==> src/rtl/riscv_cpu_pkg.sv <==
// rtl/riscv_cpu_pkg.sv - shared core types: bus width, arbiter lock state, memory requester IDs
package riscv_cpu_pkg;

   localparam int DATA_WIDTH = 32;

   typedef enum logic {
      ARB,
      LOCKED
   } arb_state_e;

   typedef enum logic {
      REQ_INSTR = 1'b0,
      REQ_DATA  = 1'b1
   } mem_req_id_e;

endpackage

==> src/rtl/mem_port_arbiter_if.sv <==
// rtl/mem_port_arbiter_if.sv - OBI-style request/response bundle for one memory port
interface mem_port_arbiter_if #(
   parameter int DW = 32
);
   logic          req;
   logic [31:0]   addr;
   logic          we;
   logic [3:0]    be;
   logic [DW-1:0] wdata;
   logic          gnt;
   logic          rvalid;
   logic [DW-1:0] rdata;

   modport master (output req, addr, we, be, wdata, input gnt, rvalid, rdata);
   modport slave  (input req, addr, we, be, wdata, output gnt, rvalid, rdata);
   // Fetch never writes, so its view omits the write-side signals.
   modport fetch_slave (input req, addr, output gnt, rvalid, rdata);
endinterface

==> src/rtl/mem_id_fifo.sv <==
// rtl/mem_id_fifo.sv - in-order FIFO of requester IDs for granted-but-unanswered transactions
module mem_id_fifo
   import riscv_cpu_pkg::*;
#(
   parameter int DEPTH = 2
) (
   input  logic                       clk,
   input  logic                       rst_n,
   input  logic                       push,
   input  mem_req_id_e                push_id,
   input  logic                       pop,
   output mem_req_id_e                head,
   output logic [$clog2(DEPTH+1)-1:0] count,
   output logic                       full,
   output logic                       empty
);
   localparam int PW = (DEPTH > 1) ? $clog2(DEPTH) : 1;
   localparam int CW = $clog2(DEPTH + 1);

   mem_req_id_e   slot_q [DEPTH];
   logic [PW-1:0] wr_ptr_q;
   logic [PW-1:0] rd_ptr_q;
   logic [CW-1:0] count_q;
   logic          do_push;
   logic          do_pop;

   function automatic logic [PW-1:0] next_ptr(input logic [PW-1:0] p);
      return (p == PW'(DEPTH - 1)) ? '0 : p + 1'b1;
   endfunction

   assign full    = (count_q == CW'(DEPTH));
   assign empty   = (count_q == '0);
   assign do_push = push && !full;
   assign do_pop  = pop && !empty;
   assign head    = slot_q[rd_ptr_q];
   assign count   = count_q;

   always_ff @(posedge clk) begin
      if (do_push) begin
         slot_q[wr_ptr_q] <= push_id;
      end
   end

   always_ff @(posedge clk or negedge rst_n) begin
      if (!rst_n) begin
         wr_ptr_q <= '0;
         rd_ptr_q <= '0;
         count_q  <= '0;
      end else begin
         if (do_push) wr_ptr_q <= next_ptr(wr_ptr_q);
         if (do_pop)  rd_ptr_q <= next_ptr(rd_ptr_q);
         case ({do_push, do_pop})
            2'b10:   count_q <= count_q + 1'b1;
            2'b01:   count_q <= count_q - 1'b1;
            default: count_q <= count_q;
         endcase
      end
   end

endmodule

==> src/rtl/mem_port_arbiter.sv <==
// rtl/mem_port_arbiter.sv - shares one memory port between fetch and LSU with data priority,
// grant-lock, starvation guard and in-order response routing
module mem_port_arbiter
   import riscv_cpu_pkg::*;
#(
   parameter int DATA_WIDTH      = riscv_cpu_pkg::DATA_WIDTH,
   parameter int MAX_OUTSTANDING = 2,
   parameter int STARVE_LIMIT    = 4
) (
   input  logic                    clk_i,
   input  logic                    rst_ni,
   mem_port_arbiter_if.fetch_slave instr,
   mem_port_arbiter_if.slave       data,
   mem_port_arbiter_if.master      mem,
   output logic                    err_o
);
   localparam int CW = $clog2(MAX_OUTSTANDING + 1);
   localparam int SW = $clog2(STARVE_LIMIT + 1);
   localparam logic [CW-1:0] MAX_CNT    = CW'(MAX_OUTSTANDING);
   localparam logic [SW-1:0] STARVE_MAX = SW'(STARVE_LIMIT);

   arb_state_e    state_q;
   mem_req_id_e   lock_id_q;
   logic [SW-1:0] starve_cnt_q;
   logic [CW-1:0] cnt_q;
   mem_req_id_e   sel;
   mem_req_id_e   head_id;
   logic          sel_req;
   logic          sel_data;
   logic          full;
   logic          empty;
   logic          push;
   logic          pop;

   always_comb begin
      sel     = REQ_DATA;
      sel_req = 1'b0;
      if (state_q == LOCKED) begin
         sel     = lock_id_q;
         sel_req = (lock_id_q == REQ_DATA) ? data.req : instr.req;
      end else if (instr.req && (!data.req || starve_cnt_q == STARVE_MAX)) begin
         sel     = REQ_INSTR;
         sel_req = 1'b1;
      end else if (data.req) begin
         sel     = REQ_DATA;
         sel_req = 1'b1;
      end
   end

   // Gating with rst_ni keeps the bus quiet for the whole reset pulse even if requesters stay high.
   assign mem.req   = rst_ni && sel_req && !full;
   assign sel_data  = (sel == REQ_DATA);
   assign mem.addr  = sel_data ? data.addr : instr.addr;
   assign mem.we    = rst_ni && sel_req && sel_data && data.we;
   assign mem.be    = sel_data ? data.be : 4'b1111;
   assign mem.wdata = sel_data ? data.wdata : '0;

   assign push      = mem.req && mem.gnt;
   assign instr.gnt = push && (sel == REQ_INSTR);
   assign data.gnt  = push && sel_data;

   assign pop          = mem.rvalid && !empty;
   assign instr.rvalid = pop && (head_id == REQ_INSTR);
   assign data.rvalid  = pop && (head_id == REQ_DATA);
   assign instr.rdata  = mem.rdata;
   assign data.rdata   = mem.rdata;

   mem_id_fifo #(
      .DEPTH (MAX_OUTSTANDING)
   ) u_id_fifo (
      .clk     (clk_i),
      .rst_n   (rst_ni),
      .push    (push),
      .push_id (sel),
      .pop     (pop),
      .head    (head_id),
      .count   (cnt_q),
      .full    (full),
      .empty   (empty)
   );

   always_ff @(posedge clk_i or negedge rst_ni) begin
      if (!rst_ni) begin
         state_q   <= ARB;
         lock_id_q <= REQ_INSTR;
      end else begin
         case (state_q)
            ARB: begin
               if (mem.req && !mem.gnt) begin
                  state_q   <= LOCKED;
                  lock_id_q <= sel;
               end
            end
            LOCKED: begin
               // A locked requester withdrawing is tolerated silently and simply unlocks.
               if (!sel_req || (mem.req && mem.gnt)) begin
                  state_q <= ARB;
               end
            end
            default: state_q <= ARB;
         endcase
      end
   end

   always_ff @(posedge clk_i or negedge rst_ni) begin
      if (!rst_ni) begin
         starve_cnt_q <= '0;
      end else if (!instr.req || instr.gnt) begin
         starve_cnt_q <= '0;
      end else if (starve_cnt_q != STARVE_MAX) begin
         starve_cnt_q <= starve_cnt_q + 1'b1;
      end
   end

   always_ff @(posedge clk_i or negedge rst_ni) begin
      if (!rst_ni) begin
         err_o <= 1'b0;
      end else if (mem.rvalid && empty) begin
         err_o <= 1'b1;
      end
   end

   assert property (@(posedge clk_i) disable iff (!rst_ni) cnt_q <= MAX_CNT);

endmodule
==> src/flat_wrapper.sv <==
// flat-port wrapper written by rule: the top's interface ports become plain ports
module mem_port_arbiter_flat import riscv_cpu_pkg::*;
#(
   parameter int DATA_WIDTH      = riscv_cpu_pkg::DATA_WIDTH,
   parameter int MAX_OUTSTANDING = 2,
   parameter int STARVE_LIMIT    = 4
)
  (clk_i, rst_ni, err_o, instr_req, instr_addr, instr_gnt, instr_rvalid, instr_rdata, data_req, data_addr, data_we, data_be, data_wdata, data_gnt, data_rvalid, data_rdata, mem_req, mem_addr, mem_we, mem_be, mem_wdata, mem_gnt, mem_rvalid, mem_rdata);
  mem_port_arbiter_if instr_i ();
  mem_port_arbiter_if data_i ();
  mem_port_arbiter_if mem_i ();
  input  logic clk_i;
  input  logic rst_ni;
  output logic err_o;
  input wire logic [$bits(instr_i.req)-1:0] instr_req;
  input wire logic [$bits(instr_i.addr)-1:0] instr_addr;
  output wire logic [$bits(instr_i.gnt)-1:0] instr_gnt;
  output wire logic [$bits(instr_i.rvalid)-1:0] instr_rvalid;
  output wire logic [$bits(instr_i.rdata)-1:0] instr_rdata;
  input wire logic [$bits(data_i.req)-1:0] data_req;
  input wire logic [$bits(data_i.addr)-1:0] data_addr;
  input wire logic [$bits(data_i.we)-1:0] data_we;
  input wire logic [$bits(data_i.be)-1:0] data_be;
  input wire logic [$bits(data_i.wdata)-1:0] data_wdata;
  output wire logic [$bits(data_i.gnt)-1:0] data_gnt;
  output wire logic [$bits(data_i.rvalid)-1:0] data_rvalid;
  output wire logic [$bits(data_i.rdata)-1:0] data_rdata;
  output wire logic [$bits(mem_i.req)-1:0] mem_req;
  output wire logic [$bits(mem_i.addr)-1:0] mem_addr;
  output wire logic [$bits(mem_i.we)-1:0] mem_we;
  output wire logic [$bits(mem_i.be)-1:0] mem_be;
  output wire logic [$bits(mem_i.wdata)-1:0] mem_wdata;
  input wire logic [$bits(mem_i.gnt)-1:0] mem_gnt;
  input wire logic [$bits(mem_i.rvalid)-1:0] mem_rvalid;
  input wire logic [$bits(mem_i.rdata)-1:0] mem_rdata;
  assign instr_i.req = instr_req;
  assign instr_i.addr = instr_addr;
  assign instr_gnt = instr_i.gnt;
  assign instr_rvalid = instr_i.rvalid;
  assign instr_rdata = instr_i.rdata;
  assign data_i.req = data_req;
  assign data_i.addr = data_addr;
  assign data_i.we = data_we;
  assign data_i.be = data_be;
  assign data_i.wdata = data_wdata;
  assign data_gnt = data_i.gnt;
  assign data_rvalid = data_i.rvalid;
  assign data_rdata = data_i.rdata;
  assign mem_req = mem_i.req;
  assign mem_addr = mem_i.addr;
  assign mem_we = mem_i.we;
  assign mem_be = mem_i.be;
  assign mem_wdata = mem_i.wdata;
  assign mem_i.gnt = mem_gnt;
  assign mem_i.rvalid = mem_rvalid;
  assign mem_i.rdata = mem_rdata;
  mem_port_arbiter #(.DATA_WIDTH(DATA_WIDTH), .MAX_OUTSTANDING(MAX_OUTSTANDING), .STARVE_LIMIT(STARVE_LIMIT)) u_core (.clk_i(clk_i), .rst_ni(rst_ni), .instr(instr_i), .data(data_i), .mem(mem_i), .err_o(err_o));
endmodule
==> config.mk <==
export PLATFORM = sky130hd
export DESIGN_NAME = mem_port_arbiter_flat
export DESIGN_NICKNAME = d
export VERILOG_FILES = /design/src/rtl/riscv_cpu_pkg.sv /design/src/rtl/mem_port_arbiter_if.sv /design/src/rtl/mem_id_fifo.sv /design/src/rtl/mem_port_arbiter.sv /design/src/flat_wrapper.sv
export SDC_FILE = /design/constraint.sdc
export NUM_CORES = 1
export LEC_CHECK = 0
export BUFFER_PORTS_ARGS = -buffer_cell sky130_fd_sc_hd__buf_2
export CORE_AREA = 2 2 107 109
export CTS_CLUSTER_SIZE = 12
export DETAILED_ROUTE_END_ITERATION = 8
export DIE_AREA = 0 0 109 111
export HOLD_SLACK_MARGIN = 0.05
export PLACE_DENSITY_LB_ADDON = 0.25
export SLEW_MARGIN = 40
export SYNTH_ARGS = -nofsm -noshare
export SYNTH_HDL_FRONTEND = slang
export SYNTH_SLANG_ARGS = --single-unit
==> constraint.sdc <==
create_clock -name clk_i -period 4.1 [get_ports clk_i]
set_clock_uncertainty 0.1 [all_clocks]
set_input_delay 0.82 -clock clk_i [delete_from_list [all_inputs] [get_ports clk_i]]
set_output_delay 0.82 -clock clk_i [all_outputs]
set_load 0.02 [all_outputs]
# After elaboration in Yosys (flattened, before gate mapping)
# Memory sizes are Yosys's and may differ from the RTL's.
# Cells that the tools add are included.
# Widths: inputs -> output; s select.
# classes
n_addsub	5
n_eq_ne	5
mux	19
bitwise_logic	3
n_reduce_logical	28
# ops
op	count
$mux 32	2
$logic_and 1x1->1	15
$mux 1	12
$logic_not 1->1	6
$mux 3	2
$eq 2x2->1 const B	2
$mux 4	1
$pmux 2 s2	1
$reduce_bool 2->1	2
$add 3x1->3 const B	1
$eq 3x3->1 const B	1
$logic_or 1x1->1	3
$ne 3x3->1 const B	1
$not 1->1	3
$add 1x1->1 const B	2
$add 2x1->2 const B	1
$eq 2x1->1 const B	1
$logic_not 2->1	1
$pmux 1 s2	1
$reduce_and 2->1	1
$sub 2x1->2 const B	1
# totals
register_bits	10
ram_bits	2
in_bits	139
out_inout_bits	139
n_memories	1
# mem_list
name	depth	width	read_ports	rd_clocked_by_memory_dff	write_ports	line	text
u_core.u_id_fifo.slot_q	2	1	1	0	1	mem_id_fifo.sv:20	mem_req_id_e slot_q [DEPTH];

# Longest topological paths before layout
# Gate-level depths: netlist of the first run.
# logic_depth
ltp_word	11
depth_mapped	9

# By module
# From an unflattened synthesis of the first run, not the netlist that was laid out.
# unflattened
cells_unflattened	211
hier_area_um2	1840.5
# by_module_without_submodules
mod	instances	cells_each	area_each_um2	seq_area_each_um2
mem_port_arbiter	1	190	1572.8	150.1
mem_id_fifo	1	21	267.8	160.2

# Worst setup path before layout of the first run
# Ideal clock, no wire load.
# synth_path
path_type	in2out
startpoint	input data_req
endpoint	output data_gnt
t_arrival_ps	1918
path_slack_ps	1262
cell_stages	5
n_path_buf	2
cell_sequence	a21bo_2 a31o_2 buf_2 clkbuf_1 nor2_1
# synth_via
elab_chain_cells	9
word_cells_on_any_way	13
cone_classes	mux (6); reduce/logical (7)
# synth_lines
item	line	text
start: declaration	flat_wrapper.sv:20	input wire logic [$bits(data_i.req)-1:0] data_req;
$logic_not 1->1	mem_port_arbiter.sv:41	end else if (instr.req && (!data.req || starve_cnt_q == STARVE_MAX)) begin
$logic_or 1x1->1	mem_port_arbiter.sv:41	
$logic_and 1x1->1	mem_port_arbiter.sv:41	
$mux 1	mem_port_arbiter.sv:41	
$mux 1	mem_port_arbiter.sv:38	if (state_q == LOCKED) begin
$logic_and 1x1->1 (2 in series)	mem_port_arbiter.sv:51	assign mem.req = rst_ni && sel_req && !full;
$logic_and 1x1->1	mem_port_arbiter.sv:58	assign push = mem.req && mem.gnt;
$logic_and 1x1->1 *	mem_port_arbiter.sv:60	assign data.gnt = push && sel_data;
end: declaration	flat_wrapper.sv:25	output wire logic [$bits(data_i.gnt)-1:0] data_gnt;
# Every way passes the cells marked *; elsewhere a longest branch is shown, timed or not.

# Final worst setup path of the first run
# layout_path
startpoint	input data_req
endpoint	output mem_addr[21]
# layout_via
elab_chain_cells	6
# layout_lines
item	line	text
$logic_not 1->1	mem_port_arbiter.sv:41	
$logic_or 1x1->1	mem_port_arbiter.sv:41	
$logic_and 1x1->1	mem_port_arbiter.sv:41	
$mux 1	mem_port_arbiter.sv:41	
$mux 1	mem_port_arbiter.sv:38	
$mux 32	mem_port_arbiter.sv:53	assign mem.addr = sel_data ? data.addr : instr.addr;
end: declaration	flat_wrapper.sv:29	output wire logic [$bits(mem_i.addr)-1:0] mem_addr;
# Every way passes these cells.

==> results of run 1 <==
==> cell families (layout without fill, tap and decap cells) <==
family                   Yosys count  count (layout)
AND/OR/NAND/NOR                  155             155
buffers and inverters             82             193
flip-flops                        12              12
AO/OA/AOI/OAI                     11              11
XOR/XNOR                           6               6
adder cells (fa/ha/maj)            3               3
multiplexers                       2               2
other                              0               2
==> critical path: stages <==
cell	delay (ns)
buf_2	0.12
a21bo_2	0.22
a31o_2	0.27
inv_4	0.45
nand2_1	0.11
nand2_1	0.16
buf_2	0.19
==> state kept, by name, summed over array words and instances (netlist names) <==
signal	flops
u_core.starve_cnt_q	3
u_core.u_id_fifo.count	2
u_core.u_id_fifo.slot_q	2
u_core.err_o	1
u_core.lock_id_q	1
u_core.state_q	1
u_core.u_id_fifo.rd_ptr_q	1
u_core.u_id_fifo.wr_ptr_q	1
==> where the power goes <==
part	internal (mW)	switching [mW]
Sequential	0.166	0.0440
Clock	0.129	0.0522
Combinational	0.402	0.773
==> per-layer routing <==
layer / track usage [%] / vias to the layer above / part of all wire [%]
li1: - / 993 / -
met1: 13.1 / 861 / 40
met2: 18.8 / 129 / 50
met3: 2.88 / 7 / 9.0
met4: 2.31 / 0 / 0.95
met5: 0 / - / 0
==> layout make-up <==
| class | count | area share (%) |
|---|---|---|
| multi-input combinational | 177 | 37.6 |
| sequential | 12 | 12.8 |
| inverter | 7 | 1.19 |
| clock buffer | 3 | 3.09 |
| tap | 143 | 7.37 |
| antenna | 2 | 0.206 |
| timing repair buffer | 182 | 37.6 |
| clock inverter | 1 | 0.155 |
==> per-stage QoR <==
step	hold slack, ns	setup WS (ns)
2_1_floorplan	0.361	1.26
3_3_place_gp	0.336	0.828
3_5_place_dp	0.350	0.797
4_1_cts	0.358	0.797
5_1_grt	0.377	0.651
6_report	0.353	0.816
==> how the worst max path moves through the flow <==
stage,from,end,slack [ns],cells past startpoint
finish,data_req,mem_addr[21],0.82,7
global route,u_core.starve_cnt_q[0]$_DFFE_PN0P_,mem_addr[21],0.65,8
CTS,data_req,mem_addr[21],0.80,7
detailed placement,data_req,mem_addr[21],0.80,7
global placement,data_req,mem_addr[21],0.83,7
floorplan,data_req,data_gnt,1.26,5
==> placed cells by master (no fill, tap or decap) <==
cell | Yosys | routed
buf_2 | 5 | 181
nand2_1 | 101 | 101
and2_1 | 33 | 33
dfrtp_1 | 10 | 10
nor2_1 | 9 | 9
inv_1 | 6 | 6
nand2b_1 | 5 | 5
xnor2_1 | 5 | 5
ha_1 | 3 | 3
clkbuf_16 | 0 | 3
diode_2 | 0 | 2
nor2b_1 | 2 | 2
nand3_1 | 2 | 2
edfxtp_1 | 2 | 2
a21bo_2 | 1 | 1
a31o_2 | 1 | 1
inv_4 | 1 | 1
a21boi_0 | 1 | 1
or3b_1 | 1 | 1
o2111a_2 | 1 | 1
o21ai_0 | 1 | 1
o2111a_1 | 1 | 1
mux2i_1 | 1 | 1
o211ai_1 | 1 | 1
o211a_1 | 1 | 1
and3_1 | 1 | 1
a31o_4 | 1 | 1
a21oi_1 | 1 | 1
xor2_1 | 1 | 1
a21o_1 | 1 | 1
nor3_2 | 1 | 1
mux2_2 | 1 | 1
clkinv_1 | 0 | 1
buf_4 | 65 | 1
==> flow_summary.toml, run 1 <==
[synthesis]
yosys.area.top_type_share_pct = 27.3
synth_top_area_cell = "buf_4"
syn_area_um2 = 1790
syn_inst = 271
synthTopCellsByArea = "buf_4 (27%), nand2_1 (21%), dfrtp_1 (14%), and2_1 (12%), edfxtp_1 (3.4%)"
seq_area_frac_synth_pct = 17.4
synthMuxAreaShare_pct = 1.19
synth.ff_latch_count = 12
synth_cell_types = 33
synth_most_common_cell = "nand2_1"
synthXorXnorAreaFrac_pct = 2.94
synthAdderAreaFrac_pct = 2.10
ys_async_sr_fraction_pct = 83.3
synthFlopType = "dfrtp_1"
synthTopCellsByCount = "nand2_1 (101), buf_4 (65), and2_1 (33)"
synth_nets = 413
synth-simple-area-share_pct = 39.1
ys_warn_count = 0
synth_compound_area_share_pct = 5.75
synth_top_family_by_area = "simple AND/OR/NAND/NOR gates"
syn_avg_cell_area_um2 = 6.59
synth_edf_count = 2

[grt]
grt_max_degree = 74
antenna_found_initial = 1
grt_pass1_wl_mm = 10.1
grt_pass1_vias = 1881
gr-usage-all-layers_pct = 10.8
gr-total-overflow = 0

[routing]
wl_per_cell_um = 13.5
drtIter0Drc = 48
antenna_left = 0
num_vias = 1990
dr.pass1.iters = 4
vias_per_cell = 3.78
drc = 0
drt-total-wl_mm = 7.13

[critical_path]
timing.rr.end = "u_core.starve_cnt_q[2]$_DFFE_PN0P_"
r2r-start = "u_core.starve_cnt_q[0]$_DFFE_PN0P_"
crit_path_end_kind = "output pin"
rr_worst_depth = 7
crit_path_start_kind = "input port"
critical_path_class = "input port to output pin"
r2r_slack_ns = 2.05
cp.arrival_ns = 2.36
path_max_fanout = 73
crit_required_ns = 3.18

[job]
cap_violations = 0

[clock_tree]
clkLatencyLatePin_ns = 0.24
cts_hold_buf = 0
cts_tree = "built"
post_cts_buffers = 0
cts.sinks = 12
htreeDepth = 1
cts_resized = 0
clockBufferDepth = 2
path_clk_slew_ns = 0.04
cts_root_buf = "clkbuf_16"
cts_made_buffers = 3

[timing]
rsz0062_at_grt = "no"
slew_headroom_pct = 59.3
period_needed_ns = 3.28
min_period_over_period_pct = 80.1
worstMarginPinSlew_ns = 0.610
drv_slew = 0
fmax_mhz = 304
tns_ns = 0
finalSetupViolCount = 0
finalHoldViolCount = 0

[finish]
final_cells = 527
finalInstanceArea_um2 = 2430
drive_gt1_share_pct = 50.3
area_delta_synth_final_pct = 35.9
seq_area_um2 = 310
fill_cells = 1293
fin_util_pct = 21.9
multi_input_area_um2 = 912
nets = 525

[floorplanning]
io_pins = 278
die_h_um = 111
dieArea_um2 = 12100
die_w_um = 109
core_um2 = 11100
placementRows = 39
initial_core_util_pct = 16.1

[power_and_ir_drop]
power_leakage_nw = 1.45
irDropWorstVdd_uv = 342
power.total_mw = 1.57
power.density_nw_per_um2 = 645

[placement]
post-dp-hpwl_mm = 6.01
place_congestion = 0.725
dp.cells = 521
placed_cell_area_um2 = 2340
port_buffers = 181

[worst_hold_path]
hp-class = "input port to asynchronous set/reset pin"

[run_status]
status = "complete, no violations"
Note: power is estimated with default switching activity, not from simulation.
==> run 2, diff against run 1 <==
==> constraint.sdc (replaced) <==
create_clock -name clk_i -period 2.88 [get_ports clk_i]
set_clock_uncertainty 0.1 [all_clocks]
set_input_delay 0.576 -clock clk_i [delete_from_list [all_inputs] [get_ports clk_i]]
set_output_delay 0.576 -clock clk_i [all_outputs]
set_load 0.02 [all_outputs]
==> flow_summary.toml, run 2 (synthesized netlist as in run 1, its figures left out) <==
[routing]
drtIter0Drc = 81
wl_per_cell_um = 13.9
antenna_left = 0
num_vias = 1989
dr.pass1.iters = 4
vias_per_cell = 3.76
drc = 0
drt-total-wl_mm = 7.34

[grt]
grt_max_degree = 45
grt_pass1_vias = 1965
antenna_found_initial = 0
gr-usage-all-layers_pct = 11.2
gr-total-overflow = 0
grt_pass1_wl_mm = 10.6

[timing]
finalSetupViolCount = 0
rsz0062_at_grt = "no"
fmax_mhz = 365
finalHoldViolCount = 0
min_period_over_period_pct = 95.0
slew_headroom_pct = 69.9
tns_ns = 0
drv_slew = 0
period_needed_ns = 2.74
worstMarginPinSlew_ns = 0.447

[power_and_ir_drop]
clock_power_share_pct = 11.2
p_sw_share_pct = 54.1
irDropWorstVdd_uv = 363
power.density_nw_per_um2 = 928
p_comb_share_pct = 75.9
power.total_mw = 2.30
p_sw_mw = 1.24
power_leakage_nw = 1.48
p_seq_share_pct = 12.9
p_int_mw = 1.05

[floorplanning]
io_pins = 278
die_h_um = 111
core_um2 = 11100
placementRows = 39
initial_core_util_pct = 16.1
dieArea_um2 = 12100
die_w_um = 109

[critical_path]
timing.rr.end = "u_core.starve_cnt_q[2]$_DFFE_PN0P_"
crit_required_ns = 2.20
cp.arrival_ns = 2.06
rr_worst_depth = 7
crit_chain = "inv_1, ha_1, a21bo_2, a31o_2, inv_4, buf_12, nand2_1, nand2_1, buf_2"
critPathCapture = "mem_addr[21]"
critical_path_class = "flop to output pin"
crit_path_start_kind = "flop"
cp_common_cell = "nand2_1"
slowest_stage = "dfrtp_1"
cpPeakStageDelay_ns = 0.38
r2r-start = "u_core.starve_cnt_q[0]$_DFFE_PN0P_"
r2r_slack_ns = 0.84
path_max_fanout = 29
crit_path_end_kind = "output pin"
cp-startpoint = "u_core.starve_cnt_q[0]$_DFFE_PN0P_"

[run_status]
status = "complete, no violations"

[finish]
nets = 528
final_common_cell = "buf_2"
largest_reg_flops = 3
drive_gt1_share_pct = 50.6
top_register = "u_core.starve_cnt_q"
final_cell_mix = "buf_2 (181), nand2_1 (101), and2_1 (33)"
area_delta_synth_final_pct = 38.5

[clock_tree]
post_cts_buffers = 0
cts_made_buffers = 3
cts.sinks = 12
cts_hold_buf = 0
clockBufferDepth = 2
path_clk_slew_ns = 0.04
cts_tree = "built"
clkLatencyLatePin_ns = 0.24
cts_resized = 0
htreeDepth = 1
cts_root_buf = "clkbuf_16"

[placement]
port_buffers = 181
post-dp-hpwl_mm = 6.34
place_congestion = 0.825

[job]
cap_violations = 0

[worst_hold_path]
hp-class = "input port to asynchronous set/reset pin"
==> run 2: changes by cell type in the layout (fill, tap and decap cells not counted) <==
| cell | delta |
|---|---|
| buf_4 | +1 |
| buf_12 | +2 |
| clkbuf_1 | +1 |
| diode_2 | -1 |
| clkinv_1 | -1 |
==> run 2: power groups by stage <==
| stage | Clock [mW] | Sequential [mW] | Combinational (mW) |
|---|---|---|---|
| final | 0.257 | 0.296 | 1.74 |
| after global placement | 0 | 0.299 | 1.77 |
| after detailed placement | 0 | 0.298 | 1.77 |
| after global routing | 0.271 | 0.308 | 1.89 |
| after CTS | 0.264 | 0.297 | 1.78 |
| after floorplan | 0 | 0.285 | 1.28 |
==> run 2: critical path: cells and delay by family (launching register included) <==
family / cells / cell delay (ns)
and+or+nand+nor: 2 / 0.20
DFF: 1 / 0.38
AOI/OAI and AO/OA: 2 / 0.51
buffers and inverters: 4 / 0.48
adders and majority gates: 1 / 0.23
==> run 2: per-layer routing <==
metal | GRT usage (%) | vias to the layer above | part of all wire [%]
li1 | - | 992 | -
met1 | 13.5 | 854 | 40
met2 | 19.4 | 136 | 49
met3 | 3.59 | 7 | 10
met4 | 1.88 | 0 | 1.0
met5 | 0 | - | 0
==> run 2: stage by stage <==
step	setup WS [ns]	instance area (um2)	hold slack (ns)	util, %	instances
2_1_floorplan	0.466	1790	0.180	-	271
4_1_cts	0.123	2470	0.174	22.3	528
6_report	0.144	2470	0.174	22.3	529
5_1_grt	0.0153	2470	0.189	22.3	528
3_3_place_gp	0.351	2390	0.336	21.6	524
3_5_place_dp	0.345	2390	0.366	21.6	524
==> run 2: worst min path at each step <==
stage	from	endpoint	slack, ns
global route	rst_ni	u_core.err_o$_DFFE_PN0P_	0.19
CTS	rst_ni	u_core.state_q$_DFF_PN0_	0.17
finish	rst_ni	u_core.err_o$_DFFE_PN0P_	0.17
floorplan	rst_ni	u_core.err_o$_DFFE_PN0P_	0.18
global placement	u_core.err_o$_DFFE_PN0P_	u_core.err_o$_DFFE_PN0P_	0.34
detailed placement	u_core.err_o$_DFFE_PN0P_	u_core.err_o$_DFFE_PN0P_	0.37
==> run 2: cell type report <==
cell class              instances  area [um2]
diodes                          1        2.50
clock buffers                   4        78.8
fillers                      1290        8600
inverters                       7        28.8
multi-input cells             177         912
flip-flops and latches         12         310
well taps                     143         179
repair buffers                185         961
